### src/rtl/cordic_r_iter.sv
// Iterative rotation-mode CORDIC: rotates (x_in, y_in) by angle_in, one micro-rotation per clock.
// Define CORDIC_R_GAIN_COMP_EN to add a one-cycle COMP state that removes the CORDIC gain.
module cordic_r_iter #(
  parameter int unsigned SZ   = 16,
  parameter int unsigned ITER = 16
) (
  input  logic          clock,
  input  logic          reset_n,
  input  logic          in_valid,
  output logic          in_ready,
  input  logic [SZ-1:0] x_in,
  input  logic [SZ-1:0] y_in,
  input  logic [31:0]   angle_in,
  output logic          out_valid,
  input  logic          out_ready,
  output logic [SZ:0]   x_out,
  output logic [SZ:0]   y_out
);

  localparam int unsigned W  = SZ + 2;
  localparam int unsigned IW = 5;

  localparam logic [1:0] IDLE = 2'd0;
  localparam logic [1:0] BUSY = 2'd1;
  localparam logic [1:0] DONE = 2'd2;
`ifdef CORDIC_R_GAIN_COMP_EN
  localparam logic [1:0] COMP = 2'd3;
`endif

  logic [1:0]          state_q, state_d;
  logic signed [W-1:0] x_q, y_q, x_d, y_d;
  logic signed [W-1:0] x_sh, y_sh;
  logic signed [W-1:0] xin_ext, yin_ext;
  logic [31:0]         z_q, z_d;
  logic [IW-1:0]       i_q, i_d;

  // atan(2^-i) in angle units where 2^32 = 360 degrees, rounded to nearest
  function automatic logic [31:0] atan_lut(input logic [IW-1:0] idx);
    logic [31:0] v;
    v = 32'd0;
    case (idx)
      5'd0:  v = 32'h2000_0000;
      5'd1:  v = 32'h12E4_051E;
      5'd2:  v = 32'h09FB_385B;
      5'd3:  v = 32'h0511_11D4;
      5'd4:  v = 32'h028B_0D43;
      5'd5:  v = 32'h0145_D7E1;
      5'd6:  v = 32'h00A2_F61E;
      5'd7:  v = 32'h0051_7C55;
      5'd8:  v = 32'h0028_BE53;
      5'd9:  v = 32'h0014_5F2F;
      5'd10: v = 32'h000A_2F98;
      5'd11: v = 32'h0005_17CC;
      5'd12: v = 32'h0002_8BE6;
      5'd13: v = 32'h0001_45F3;
      5'd14: v = 32'h0000_A2FA;
      5'd15: v = 32'h0000_517D;
      5'd16: v = 32'h0000_28BE;
      5'd17: v = 32'h0000_145F;
      5'd18: v = 32'h0000_0A30;
      5'd19: v = 32'h0000_0518;
      5'd20: v = 32'h0000_028C;
      5'd21: v = 32'h0000_0146;
      5'd22: v = 32'h0000_00A3;
      5'd23: v = 32'h0000_0051;
      5'd24: v = 32'h0000_0029;
      5'd25: v = 32'h0000_0014;
      5'd26: v = 32'h0000_000A;
      5'd27: v = 32'h0000_0005;
      5'd28: v = 32'h0000_0003;
      5'd29: v = 32'h0000_0001;
      5'd30: v = 32'h0000_0001;
      default: v = 32'd0;
    endcase
    return v;
  endfunction

  assign xin_ext = W'($signed(x_in));
  assign yin_ext = W'($signed(y_in));
  assign x_sh    = x_q >>> i_q;
  assign y_sh    = y_q >>> i_q;

`ifdef CORDIC_R_GAIN_COMP_EN
  // K ~= 0.60730 as shift-add, cancels the accumulated CORDIC gain
  function automatic logic signed [W-1:0] k_mul(input logic signed [W-1:0] v);
    return (v >>> 1) + (v >>> 3) - (v >>> 6) - (v >>> 9) - (v >>> 13);
  endfunction
`endif

  // next-state and datapath
  always_comb begin
    state_d = state_q;
    x_d     = x_q;
    y_d     = y_q;
    z_d     = z_q;
    i_d     = i_q;
    case (state_q)
      IDLE: begin
        if (in_valid) begin
          state_d = BUSY;
          i_d     = '0;
          case (angle_in[31:30])
            2'b01: begin
              x_d = -yin_ext;
              y_d = xin_ext;
              z_d = {2'b00, angle_in[29:0]};
            end
            2'b10: begin
              x_d = yin_ext;
              y_d = -xin_ext;
              z_d = {2'b11, angle_in[29:0]};
            end
            default: begin
              x_d = xin_ext;
              y_d = yin_ext;
              z_d = angle_in;
            end
          endcase
        end
      end
      BUSY: begin
        if (z_q[31]) begin
          x_d = x_q + y_sh;
          y_d = y_q - x_sh;
          z_d = z_q + atan_lut(i_q);
        end else begin
          x_d = x_q - y_sh;
          y_d = y_q + x_sh;
          z_d = z_q - atan_lut(i_q);
        end
        i_d = i_q + IW'(1);
        if (i_q == IW'(ITER - 1)) begin
`ifdef CORDIC_R_GAIN_COMP_EN
          state_d = COMP;
`else
          state_d = DONE;
`endif
        end
      end
`ifdef CORDIC_R_GAIN_COMP_EN
      COMP: begin
        x_d     = k_mul(x_q);
        y_d     = k_mul(y_q);
        state_d = DONE;
      end
`endif
      DONE: begin
        if (out_ready) state_d = IDLE;
      end
      default: state_d = IDLE;
    endcase
  end

  // state, datapath and handshake registers
  always_ff @(posedge clock or negedge reset_n) begin
    if (!reset_n) begin
      state_q   <= IDLE;
      x_q       <= '0;
      y_q       <= '0;
      z_q       <= '0;
      i_q       <= '0;
      in_ready  <= 1'b1;
      out_valid <= 1'b0;
    end else begin
      state_q   <= state_d;
      x_q       <= x_d;
      y_q       <= y_d;
      z_q       <= z_d;
      i_q       <= i_d;
      in_ready  <= (state_d == IDLE);
      out_valid <= (state_d == DONE);
    end
  end

  assign x_out = x_q[SZ:0];
  assign y_out = y_q[SZ:0];

endmodule
### config.mk
export PLATFORM = sky130hd
export DESIGN_NAME = cordic_r_iter
export DESIGN_NICKNAME = d
export VERILOG_FILES = /design/src/rtl/cordic_r_iter.sv
export SDC_FILE = /design/constraint.sdc
export NUM_CORES = 1
export LEC_CHECK = 0
export CAP_MARGIN = 10
export CORE_ASPECT_RATIO = 0.75
export CORE_UTILIZATION = 67
export DETAILED_ROUTE_END_ITERATION = 10
export DONT_BUFFER_PORTS = 1
export GPL_ROUTABILITY_DRIVEN = 0
export GPL_TIMING_DRIVEN = 0
export PLACE_DENSITY = 0.83
export REMOVE_ABC_BUFFERS = 1
export SYNTH_ARGS = -nofsm -noshare
export SYNTH_HDL_FRONTEND = slang
export SYNTH_SLANG_ARGS = --single-unit
export TNS_END_PERCENT = 30
### constraint.sdc
create_clock -name clock -period 6.7 [get_ports clock]
set_clock_uncertainty 0.1 [all_clocks]
set_input_delay 2.01 -clock clock [delete_from_list [all_inputs] [get_ports clock]]
set_output_delay 2.01 -clock clock [all_outputs]
set_load 0.01 [all_outputs]
==> run summary <==
The wire length per cell came out at 21.8 um. The TritonCTS clock tree is built. In the post-synthesis netlist, the biggest area contributors are dfrtp_1 16%, ha_1 8.9%, a21oi_1 7.5%. The die extent in x came out at 157 um. The depth of the most critical reg-to-reg path is 22. The sequential cell area is 1940 sq um. The post-route cell area came out at 12,300 sq um.

The count of routing violations after the opening detailed-route iteration is 2,029. The detailed router placed 12,531 vias in this run. The final critical-path share of the clock period is 94.9%.

The starting utilization of the core area came out at 68.5%. The boundary pin count came out at 104. The per-cell via count in the routed design came out at 7.21. Excluding fillers, the count of instances in the completed layout stands at 1,738. The maximum root-to-sink buffer count came out at 2. The critical path contains buffers and inverters numbering 2 combined. Traced cell by cell, the critical path runs through inv_2 -> ha_2 -> or2_0 -> mux4_2 -> a222oi_1 -> buf_4 -> nand4_1 -> nor3_2 -> and3_1 -> nor2_1 -> xnor2_1 -> ha_1 -> a21o_1 -> a21o_1 -> a21oi_1 -> o21ai_0 -> a21oi_1 -> a31oi_1 -> o2111ai_1 -> a31oi_1 -> or3_1 -> a31oi_1. The max-capacitance violation count is 0.

The cell count after synthesis came out at 1,604. The worst hold path belongs to the class register to register. Clock latency on the worst-skew pair, taken at its later pin, is 0.37 ns. The count of pins over their slew limit was 0.

The register area share after synthesis came out at 15.9%. For hold timing, the worst endpoint is z_q[18]. The number of inserted filler cells in the final layout came out at 1,472. The final total negative setup slack is 0 ns. Static timing analysis puts the maximum clock frequency at 157 MHz. The cell with the biggest individual delay on the critical path is dfrtp_2.

The register-to-register setup slack is 0.34 ns. The required time at the worst-slack endpoint is 6.88 ns. The largest fanout on the critical path is 29. After synthesis, the share of flip-flops with an asynchronous set or reset is 100%. Among all flip-flop cells after synthesis, the most frequent one is dfrtp_1. The combined area of all synthesized cells is 12,100 sq um. CTS saw 77 sinks.

The largest net degree at the start of global routing came out at 78. The placed cell count came out at 1,719. The delay of the slowest cell on the worst path came out at 0.80 ns. In this run, distinct cell masters in the synthesized netlist total 89.

The number of remaining DRC errors is 0. The met1 usage came out at 61.5%. The core outline area came out at 17,700 sq um. Setup repair after global routing left no endpoint under its margin. The final layout contains routed wiring with a total length of 37,900 um.

The worst pin sits at a relative slew slack of 24.1%. The floorplan step defined a die boundary enclosing 18,600 sq um. The number of antenna violations at the first check in global routing is 0. In this run the critical register-to-register path is launched from i_q[1]. The highest-utilization routing layer at the global route stage is met1. The area of the multi-input gates came out at 9320 sq um. The worst setup path is captured at a register. Counting instances, the worst hold path has a depth of 2. The die extent in y came out at 118 um.

The final layout net count is 1,648. The clock-pin slew on the worst setup and hold paths is 0.07 ns. Buffers placed on the I/O ports in this run total 0. Of all cell types, the one taking the most synthesized area is dfrtp_1. The deepest level of the CTS H-tree came out at 3. The site row count came out at 42. The critical path is of the register to register type. The number of CTS-inserted buffers came out at 9. The via count of the first global-routing pass came out at 11,034. The time the worst path needs with I/O delays and setup is 6.36 ns. The portion of synthesized cell area occupied by the leading cell type is 15.7%. The final hold violation count was 0. The signal arrival time at the worst endpoint came out at 6.54 ns. Relative to the synthesized area, the layout overhead comes to 1.32%. The number of iterations in the first detailed-routing pass came out at 6. By instance count, the cell type seen most on the critical path is a31oi_1.

In this run, synthesis inferred 0 flip-flops with an integrated enable. The first global-routing pass estimated 60,000 um of wire. Global routing consumed, on the met3 layer, 11.3% of the routing resources.

The half-perimeter wire length of the detailed placement result is 27,300 um. Global routing used 40.9% of the available tracks. The met2 demand-to-capacity share in global routing is 56.4%.

The total global routing overflow is 0. The count of nets left with antenna violations once routing finished came out at 0. The share of layout cells above drive strength 1 came out at 7.42%. The mean instance size in the synthesized netlist came out at 7.54 sq um. The root buffer cell chosen for the clock tree is clkbuf_16.

The flip-flop and latch count after synthesis came out at 77. The count of endpoints failing setup in the final report is 0. In this run the critical register-to-register path is captured at z_q[31].

The repair_antennas step left the layout with diodes totalling 0. The actual slew at the worst max-slew pin came out at 1.14 ns. The startpoint identified for the worst hold timing path is z_q[18]. The post-detailed-placement cell area is 11,900 sq um. The run finished with clean final reports. Grouping stages by cell kind, the critical path spends the most delay in compound AO/OA/AOI/OAI gates. The number of synthesis warnings is 0. STA classifies the critical path startpoint as a register.
==> state kept, by name (all words and copies together), names as in the netlist <==
name / cells
i_q: 5
state_q: 2
y_q: 18
in_ready: 1
x_q: 18
out_valid: 1
z_q: 32
==> metrics by stage <==
step | worst slack, ns | hold slack, ns | utilization (%)
after global placement | -1.74 | 0.397 | 66.3
after floorplan | -0.139 | 0.367 | -
after CTS | 0.00351 | 0.456 | 69.1
after detailed placement | -0.229 | 0.444 | 67.3
final | 0.339 | 0.454 | 69.4
after global routing | 0.00801 | 0.484 | 69.4
==> cells by family (layout without fill, tap and decap cells) <==
family                     count (synthesis)  count (layout)  synth area share, %
and+or+nand+nor                          519             519                 20.2
adders and majority gates                 89              89                 9.39
xor gates and xnor gates                 113             113                 8.18
muxes                                     80              80                 10.8
buffers and inverters                    188              80                 7.37
DFF                                       77              77                 15.9
AOI/OAI and AO/OA                        538             538                 28.1
==> worst max path at each step <==
stage	start	endpoint	slack (ns)	cells past startpoint
after global routing	i_q[1]	z_q[31]	0.008	22
after CTS	i_q[0]	z_q[31]	0.004	21
after global placement	i_q[1]	z_q[28]	-1.74	21
final	i_q[1]	z_q[31]	0.34	22
after detailed placement	i_q[0]	z_q[31]	-0.23	22
after floorplan	i_q[1]	z_q[28]	-0.14	21
==> cell usage after synthesis (4+ instances only) <==
cell,n
a211o_1,6
a211oi_1,27
a21o_1,29
a21oi_1,181
a221oi_1,12
a22o_1,4
a22oi_1,9
a311oi_1,5
a31oi_1,39
a41oi_1,4
and2_1,7
and3_1,27
and4_1,5
buf_1,17
buf_2,10
buf_4,36
buf_6,5
clkbuf_1,67
dfrtp_1,76
ha_1,86
inv_1,47
mux2i_1,36
mux4_2,40
nand2_1,172
nand2b_1,18
nand3_1,16
nand3b_1,5
nand4_1,7
nor2_1,154
nor2b_1,19
nor3_1,37
nor3b_1,7
nor4_1,9
o211ai_1,12
o21a_1,13
o21ai_0,101
o21bai_1,10
o221ai_1,4
o22a_1,4
o22ai_1,26
o31ai_1,7
or2_2,7
or3_1,15
xnor2_1,62
xor2_1,51
==> cell usage in the layout, fill, tap and decap left out, drive strengths merged, types with 6 or more instances in the layout <==
master and n:
a211o 6, a211oi 28, a21boi 6, a21o 29
a21oi 181, a221oi 13, a22oi 9, a31oi 39
and2 7, and3 27, buf 11, clkbuf 9
dfrtp 76, ha 86, inv 53, mux2i 36
mux4 40, nand2 172, nand2b 19, nand3 16
nand4 7, nor2 154, nor2b 19, nor3 38
nor3b 8, nor4 9, o211ai 12, o21a 13
o21ai 104, o21bai 10, o22ai 26, o31ai 8
or2 10, or3 15, xnor2 62, xor2 51
==> cell type report <==
cell class	instances	share of cell area, %
flip-flops and latches	77	15.8
clock inverters	7	0.674
multi-input cells	1339	76.0
inverters	53	1.67
clock buffers	9	1.84
repair buffers	11	1.48
well taps	242	2.47
==> layer usage <==
| layer | wire length [um] | share of wire, % |
|---|---|---|
| met1 | 16000 | 42 |
| met2 | 15400 | 41 |
| met3 | 5460 | 14 |
| met4 | 984 | 2.6 |
| met5 | 0 | 0 |
==> worst register-to-register path: stages (launching register included) <==
cell and delay [ns]:
dfrtp_2 0.80, inv_2 0.27, ha_2 0.35, or2_0 0.22
mux4_2 0.46, a222oi_1 0.28, buf_4 0.19, nand4_1 0.21
nor3_2 0.32, and3_1 0.29, nor2_1 0.13, xnor2_1 0.21
ha_1 0.37, a21o_1 0.21, a21o_1 0.16, a21oi_1 0.21
o21ai_0 0.15, a21oi_1 0.31, a31oi_1 0.16, o2111ai_1 0.25
a31oi_1 0.14, or3_1 0.32, a31oi_1 0.16
==> timing repair <==
action	4_1_cts	5_1_grt
pin swaps	1	0
buffers inserted	2	1
hold buffers	0	0
endpoints found under the setup margin	7	22
resized for setup	0	10
Power is not shown: default switching activity piles up to over one toggle a cycle in this logic, so the estimate is an artifact.
